[src/rtl/gb_write_ctrl.sv]
// ---------------------------------------------------------------------------
// gb_write_ctrl
// Responder side of the global-buffer write-request protocol. Takes the
// registered Wr_Req/Wr_ID pair from the write arbiter, reports its state on
// State_Wr, grants the requesting class and accepts a burst of BURST_LEN data
// beats. The beats are written into the addressed GB bank. Each of the 16
// banks has its own write pointer.
//
// Ports
//   clk, rst_n   clock, asynchronous active-low reset
//   Wr_Req       request from arbiter (looked at only in IDLE)
//   Wr_ID        [5:4] requester class, [3:0] target bank
//   State_Wr     IDLE=00, REQ_READY=01, READY_TO_WRITE=11, WRITE=10
//   Wr_Gnt       one-hot class grant, single-cycle pulse in REQ_READY
//   Wr_Rdy       beat accepted this cycle if Wr_Dat_Vld is also high
//   Wr_Dat       write data beat
//   Wr_Dat_Vld   beat valid
//   Clr_Ptr      clear all bank write pointers (deferred until IDLE)
//   Sram_WEn     one-hot bank write enable, one cycle after beat acceptance
//   Sram_Addr    bank word address
//   Sram_Dat     bank write data
//   Wr_Done      single-cycle pulse together with the last SRAM write of a burst
//   Wr_Done_ID   ID of the completed burst, valid with Wr_Done
//   Err_Ovf      sticky: beat offered while Wr_Rdy was low
// ---------------------------------------------------------------------------
module gb_write_ctrl #(
    parameter int DATA_W    = 128,
    parameter int ADDR_W    = 8,
    parameter int BURST_LEN = 16
) (
    input  logic              clk,
    input  logic              rst_n,
    input  logic              Wr_Req,
    input  logic [5:0]        Wr_ID,
    output logic [1:0]        State_Wr,
    output logic [3:0]        Wr_Gnt,
    output logic              Wr_Rdy,
    input  logic [DATA_W-1:0] Wr_Dat,
    input  logic              Wr_Dat_Vld,
    input  logic              Clr_Ptr,
    output logic [15:0]       Sram_WEn,
    output logic [ADDR_W-1:0] Sram_Addr,
    output logic [DATA_W-1:0] Sram_Dat,
    output logic              Wr_Done,
    output logic [5:0]        Wr_Done_ID,
    output logic              Err_Ovf
);

    typedef enum logic [1:0] {
        IDLE           = 2'b00,
        REQ_READY      = 2'b01,
        READY_TO_WRITE = 2'b11,
        WRITE          = 2'b10
    } state_t;

    localparam int CNT_W = $clog2(BURST_LEN + 1);

    state_t            state_q, state_d;
    logic [CNT_W-1:0]  cnt_q, cnt_d;
    logic [5:0]        id_q, id_d;
    logic [ADDR_W-1:0] ptr_q [16];
    logic              clr_pend_q;

    logic              beat_acc;
    logic              last_beat;
    logic              clr_now;
    logic [3:0]        bank;

    assign State_Wr  = state_q;
    assign Wr_Rdy    = (state_q == READY_TO_WRITE) || (state_q == WRITE);
    assign beat_acc  = Wr_Rdy & Wr_Dat_Vld;
    // cnt_q counts beats already taken, so this beat completes the burst.
    assign last_beat = beat_acc && (cnt_q == CNT_W'(BURST_LEN - 1));
    // A clear arriving mid-burst is held back so the current burst keeps
    // using the addresses it started with.
    assign clr_now   = (state_q == IDLE) && (Clr_Ptr || clr_pend_q);
    assign bank      = id_q[3:0];

    always_comb begin
        Wr_Gnt = '0;
        if (state_q == REQ_READY) begin
            Wr_Gnt[id_q[5:4]] = 1'b1;
        end
    end

    // NOTE: every output of this block gets a default value first. Then no
    // path through the case leaves a signal unassigned, and no latch is inferred.
    always_comb begin
        state_d = state_q;
        cnt_d   = cnt_q;
        id_d    = id_q;
        case (state_q)
            IDLE: begin
                if (Wr_Req) begin
                    id_d    = Wr_ID;
                    state_d = REQ_READY;
                end
            end
            REQ_READY: state_d = READY_TO_WRITE;
            READY_TO_WRITE, WRITE: begin
                if (last_beat) begin
                    cnt_d   = '0;
                    state_d = IDLE;
                end else if (beat_acc) begin
                    cnt_d   = cnt_q + CNT_W'(1);
                    state_d = WRITE;
                end
            end
            default: state_d = IDLE;
        endcase
    end

    // NOTE: sequential state uses non-blocking assignments only. Every
    // register then samples values from before the edge, whatever order
    // the statements are in.
    always_ff @(posedge clk or negedge rst_n) begin
        if (!rst_n) begin
            state_q    <= IDLE;
            cnt_q      <= '0;
            id_q       <= '0;
            clr_pend_q <= 1'b0;
            Err_Ovf    <= 1'b0;
        end else begin
            state_q <= state_d;
            cnt_q   <= cnt_d;
            id_q    <= id_d;
            if (clr_now) begin
                clr_pend_q <= 1'b0;
            end else if (Clr_Ptr) begin
                clr_pend_q <= 1'b1;
            end
            if (Wr_Dat_Vld && !Wr_Rdy) begin
                Err_Ovf <= 1'b1;
            end
        end
    end

    // NOTE: the pointer array gets an explicit reset. It is a small register
    // file, not SRAM, and every burst after a reset must start at address 0.
    always_ff @(posedge clk or negedge rst_n) begin
        if (!rst_n) begin
            for (int b = 0; b < 16; b++) begin
                ptr_q[b] <= '0;
            end
        end else if (clr_now) begin
            // Beats are never accepted in IDLE, so a clear cannot collide
            // with a pointer increment.
            for (int b = 0; b < 16; b++) begin
                ptr_q[b] <= '0;
            end
        end else if (beat_acc) begin
            ptr_q[bank] <= ptr_q[bank] + ADDR_W'(1);
        end
    end

    // The SRAM port is registered. A beat accepted in cycle t is written
    // in cycle t+1, at the pointer value from before the increment.
    always_ff @(posedge clk or negedge rst_n) begin
        if (!rst_n) begin
            Sram_WEn   <= '0;
            Sram_Addr  <= '0;
            Sram_Dat   <= '0;
            Wr_Done    <= 1'b0;
            Wr_Done_ID <= '0;
        end else begin
            Sram_WEn <= '0;
            Wr_Done  <= 1'b0;
            if (beat_acc) begin
                Sram_WEn  <= 16'(1) << bank;
                Sram_Addr <= ptr_q[bank];
                Sram_Dat  <= Wr_Dat;
            end
            if (last_beat) begin
                Wr_Done    <= 1'b1;
                Wr_Done_ID <= id_q;
            end
        end
    end

endmodule

[config.mk]
export PLATFORM = sky130hd
export DESIGN_NAME = gb_write_ctrl
export DESIGN_NICKNAME = d
export VERILOG_FILES = /design/src/rtl/gb_write_ctrl.sv
export SDC_FILE = /design/constraint.sdc
export NUM_CORES = 1
export LEC_CHECK = 0
export ABC_AREA = 1
export CAP_MARGIN = 5
export CORE_UTILIZATION = 50
export CTS_CLUSTER_SIZE = 20
export DETAILED_ROUTE_END_ITERATION = 8
export HOLD_SLACK_MARGIN = 0.12
export PLACE_DENSITY_LB_ADDON = 0.05
export RECOVER_POWER = 25
export SLEW_MARGIN = 40
export SYNTH_ARGS = -nofsm -noshare
export SYNTH_HDL_FRONTEND = slang
export SYNTH_SLANG_ARGS = --single-unit
[constraint.sdc]
create_clock -name clk -period 3.2 [get_ports clk]
set_input_delay 0.64 -clock clk [delete_from_list [all_inputs] [get_ports clk]]
set_output_delay 0.64 -clock clk [all_outputs]
set_load 0.02 [all_outputs]
; ---- After elaboration in Yosys (flattened, before gate mapping)
; Cells that the tools add are included.
; W data, S select, Z words.
[totals]
romBits = 0
ramBits = 0
out_inout_bits = 167
input_bits = 139
elab_cells = 78
regBits = 302
latchBits = 0
mem_count = 0
[classes]
n_mux = 21
multipliers = 0
bitwise_logic = 2
magnitude_cmp = 4
n_addsub = 2
eq_ne = 6
shift = 1
div = 0
reduce_logical = 16
[ops]
columns = op, n
row1 = $mux W128, 2
row2 = $bwmux W128, 1
row3 = $bmux W8 S4, 1
row4 = $demux W8 S4, 1
row5 = $mux W8, 3
row6 = $mux W16, 1
row7 = $shl A1 B4 Y16 const A, 1
row8 = $mux W5, 2
row9 = $add A8 B1 Y8 const B, 1
row10 = $mux W2, 3
row11 = $pmux W2 S3, 1
row12 = $reduce_and A2 Y1, 3
row13 = $reduce_bool A2 Y1, 3
row14 = $add A5 B1 Y5 const B, 1
row15 = $eq A5 B4 Y1 const B, 1
row16 = $ge A5 B5 Y1 const B, 1
row17 = $logic_and A1 B1 Y1, 5
row18 = $lt A5 B1 Y1 const B, 1
row19 = $not A4 Y5, 1
row20 = $eq A2 B2 Y1 const B, 2
row21 = $mux W1, 4
row22 = $mux W4, 1
row23 = $lt A2 B3 Y1 const B, 1
row24 = $ne A3 B3 Y1 const B, 1
row25 = other kinds (9), 10

; ---- Longest topological paths before layout
[logic_depth]
ltp_word = 8
ltp_mapped = 19
ltp_nobuf = 16

; ---- Least setup slack after synthesis
; OpenSTA, ideal clock, no wires.
[synth_path]
kind = flip-flop to flip-flop
start = register id_q[0]
end = register ptr_q[14] (netlist name)
period_less_slack_ps = 2471
setup_time_ps = 117
required_time_ps = 3083
path_buffers = 4
path_slack_ps = 729
stages_incl_launch_ff = 18
t_arrival_ps = 2353
cell_sequence = dfrtp_1 > buf_6 > buf_6 > nor2_2 > nand2_1 > nand4_1 > nand2_1 > nand2_1 > nor2_2 > inv_1 > clkbuf_1 > ha_1 > nand2_1 > nor2_2 > nand3_2 > buf_2 > nand3_1 > nand2_1
[synth_between]
elab_chain_cells = 8
word_cells_on_any_way = 13
cone_classes = 1 x add/sub / 2 x order compare / 8 x mux / 1 x bitwise / 1 x reduce/logical
[synth_rtl]
columns = element, line
row1 = "start, declared", 60  ; logic [5:0] id_q, id_d;
row2 = "start signal, assigned", 126  ; id_q <= id_d;
row3 = $not A4 Y5 (not written as such) (*), 152  ; ptr_q[bank] <= ptr_q[bank] + ADDR_W'(1);
row4 = $bmux W8 S4 (tied with other cells), 152
row5 = $mux W8 (not written as such) or $logic_and A1 B1 Y1 (tied branches), 152
row6 = $mux W8 (not written as such), 152
row7 = $add A8 B1 Y8 or $demux W8 S4 (tied branches), 152
row8 = $bwmux W128 (*), 152
row9 = $mux W128 (*), 151  ; end else if (beat_acc) begin
row10 = $mux W128 (*), 145  ; end else if (clr_now) begin
row11 = "end signal, assigned by index", 152
row12 = "end, declared", 61  ; logic [ADDR_W-1:0] ptr_q [16];
; Mark *: on every way between the ends. The rest lies on a longest branch, timed or not. The select of a mux whose other input is x is not followed.
; A chain may end at the register's enable or synchronous reset.

; ---- Worst setup path in the final report
[layout_path]
start = register id_q[0]
end = register ptr_q[30] (netlist name)
; Same word-level chain as after synthesis.

==> run summary <==
Crit path top cell by count - nand2_1
Synth Instances - 1550
Fin crit period - 2.81 ns
CTS Buf Count - 31
Power Density - 821 nW/um2
HPWL Detailed - 25.0 mm
CP endpoint kind - register
Starting density of the core - 0.509
LEAKAGE - 8.76 nW
Vias post-DR - 11310
Metal-1 WL - 15.1 mm
Critical path buffers and inverters - 2
Top sig layer - met5
Final setup viols - 0
Sequential area share after synthesis - 0.592
Remaining Overflow, GRT - 0
P&R area growth vs syn - 34.8%
Synth cell types - 34
DP Worst Slack - 0.316 ns
Synth Cell Area - 12800 um2
Chip width - 162 um
Antenna violations before repair - 2
Critical path type - register to register
Core Footprint - 25100 um2
Routed length on met2 - 17.8 mm
Share of cells above drive strength 1 - 0.0613
Crit-path max cell delay - 0.53 ns
Synthesis Warnings - 0
Cell Rows - 58
FMAX - 356 MHz
Clock buffer depth - 3
Clk sinks - 302
Slowest cell on the critical path - dfrtp_2
Clock Tree Root - clkbuf_16
Vias in the first global route - 11117
Final nets - 1993
Setup TNS - 0 ns
GRT Resource Usage Total - 0.287
Gpl congestion - 0.873
Die ar. - 26200 um2
Worst clock skew - 0.00794 ns
Synthesized Nets - 1691
Non-Filler Instances - 2208
Worst Path Required - 3.64 ns
Max_cap viols - 1
First-pass detailed-route iteration total - 9
Critical Path AT - 3.25 ns
Status - complete, but fails checks
Post-route DRC - 5
Number of synthesized register bits - 302
Antenna violation net count after detailed routing - 0
Worst Setup Start Kind - register
Final hold viol count - 0
Critical path cell sequence - inv_4 -> nand2_1 -> nand2_1 -> nand2_1 -> nand2_1 -> nand2_1 -> nand2_1 -> inv_2 -> nand2_1 -> ha_1 -> nand2_1 -> nor2_2 -> nand3_2 -> nand3_1 -> nand2_1
WL/cell - 16.8 um
RSZ-0062 raised after global routing - false
Clock Latency Late Sink - 0.56 ns
Failing checks - DRC, capacitance limit, slew limit
Routed vias/inst - 5.12
Rel. slew slack - -0.0524
CP max FO - 40
Syn_area_per_cell - 8.24 um2
Routed wire length - 37.1 mm
First-pass GRT wire length - 59.3 mm
Post-layout util - 0.686
PnR worst setup slack - 0.388 ns
IO Count - 306
Die height - 162 um
Fin. max-slew vios - 145
Clk slew on worst S/H paths - 0.06 ns
CTS tree - built
Area post-placement - 16200 um2
Slew @ Worst Pin - 1.58 ns
DP Cell Count - 2148
Period utilization - 0.879
Worst min path class - register to register
Drt initial violations - 1195
Input/output buffers - 305
Routed wire length on met3 - 3.23 mm
Worst IR drop on VDD - 0.463 mV
Largest net degree at the start of global routing - 145
Cts repair resizes - 0
CTS H-tree depth - 1
Delay-heaviest family, CP - simple AND/OR/NAND/NOR gates
Fin area - 17200 um2
-- layer usage --
metal  GRT usage  up-vias
met1       0.385     5359
met5           0        -
li1            -     5401
met2       0.466      468
met3      0.0598       80
met4      0.0901        2
-- worst min-delay path, stage by stage (launching register included) --
cell and delay [ns]:
dfrtp_1 0.34, nand2_1 0.05, nand2_1 0.05
-- stage by stage --
stage / total power (W) / hold slack (ns)
CTS: 0.0142 / 0.480
global route: 0.0149 / 0.490
finish: 0.0141 / 0.475
global placement: 0.0103 / 0.440
detailed placement: 0.0104 / 0.464
floorplan: 0.00806 / 0.344
-- cell type report --
type,instances,area (um2)
antenna,1,2.50
multi-input combinational,1132,4670
tap,330,413
clock inverter,13,169
clock buffer,45,908
fill,2087,7890
inverter,54,210
timing repair buffer,331,3290
sequential,302,7560
-- cell usage after synthesis --
master / count / area share
a31oi_1: 1 / 0.00049
inv_4: 2 / 0.00098
clkbuf_1: 30 / 0.0088
clkbuf_2: 1 / 0.00039
buf_1: 5 / 0.0015
nand2_2: 6 / 0.0029
o21ai_1: 12 / 0.0047
xor2_1: 2 / 0.0014
nand2_1: 880 / 0.26
nand2_4: 2 / 0.0018
o22ai_1: 8 / 0.0039
ha_1: 2 / 0.0020
nor2_2: 7 / 0.0034
nand3_2: 13 / 0.010
nor3_1: 4 / 0.0016
nor2_4: 1 / 0.00088
inv_2: 2 / 0.00059
a21oi_1: 9 / 0.0035
nand4_2: 1 / 0.00098
buf_6: 8 / 0.0071
buf_2: 10 / 0.0039
and3_1: 1 / 0.00049
a21o_1: 1 / 0.00059
nor2_1: 47 / 0.014
inv_1: 49 / 0.014
clkinv_1: 1 / 0.00029
a22o_1: 1 / 0.00069
nand4_1: 5 / 0.0024
nand3_1: 40 / 0.016
buf_8: 1 / 0.0012
buf_4: 7 / 0.0041
dfrtp_1: 302 / 0.59
o21ai_0: 88 / 0.034
xnor2_1: 1 / 0.00069
-- cells in the final DEF, fill, tap and decap left out, types with 5 or more instances in the layout --
cell type,instances
nand2_1,879
clkdlybuf4s50_1,304
dfrtp_1,301
o21ai_0,88
inv_1,49
nor2_1,47
nand3_1,40
clkbuf_16,31
buf_4,18
nand3_2,13
o21ai_1,12
a21oi_1,9
o22ai_1,8
clkbuf_8,8
clkinv_2,8
nor2_2,7
nand2_2,6
clkbuf_1,6
nand4_1,5
-- final timing paths --
| path | start | to | slack [ns] | cells past startpoint |
|---|---|---|---|---|
| min reg2reg | Sram_Dat[74]$_DFFE_PN0P_ | Sram_Dat[74]$_DFFE_PN0P_ | 0.48 | 2 |
| max | id_q[0]$_DFFE_PN0P_ | ptr_q[30]$_DFFE_PN0P_ | 0.39 | 15 |
| min in group asynchronous | rst_n | Sram_WEn[8]$_DFF_PN0_ | 0.66 | 2 |
| min | Sram_Dat[74]$_DFFE_PN0P_ | Sram_Dat[74]$_DFFE_PN0P_ | 0.48 | 2 |
| max reg2reg | id_q[0]$_DFFE_PN0P_ | ptr_q[30]$_DFFE_PN0P_ | 0.39 | 15 |
| max in group asynchronous | rst_n | Sram_Dat[70]$_DFFE_PN0P_ | 0.90 | 3 |
-- cell families (layout without fill, tap and decap cells) --
family / count (synthesis) / after routing / synth area share
compound gates: 120 / 120 / 0.0484
xor+xnor: 3 / 3 / 0.00206
fa+ha+maj: 2 / 2 / 0.00196
buf+inv: 116 / 443 / 0.0432
flops: 302 / 302 / 0.592
other cells: 0 / 1 / 0
simple gates: 1007 / 1007 / 0.313
-- power by group --
group          switching (W)  internal [W]
Sequential          0.000544       0.00466
Clock                0.00150       0.00228
Combinational        0.00333       0.00183
Total                0.00537       0.00877
-- flip-flops by register name, indices dropped and copies added (netlist names), 2 cells and up --
signal      flops
cnt_q           5
Wr_Done_ID      6
id_q            6
Sram_Dat      128
Sram_WEn       16
State_Wr        2
ptr_q         128
Sram_Addr       8
-- timing repair --
item                      4_1_cts  5_1_grt
setup buffers                   0        0
hold buffers                    1        0
hold endpoints to repair        5        0
Note: power is estimated with default switching activity, not from simulation.
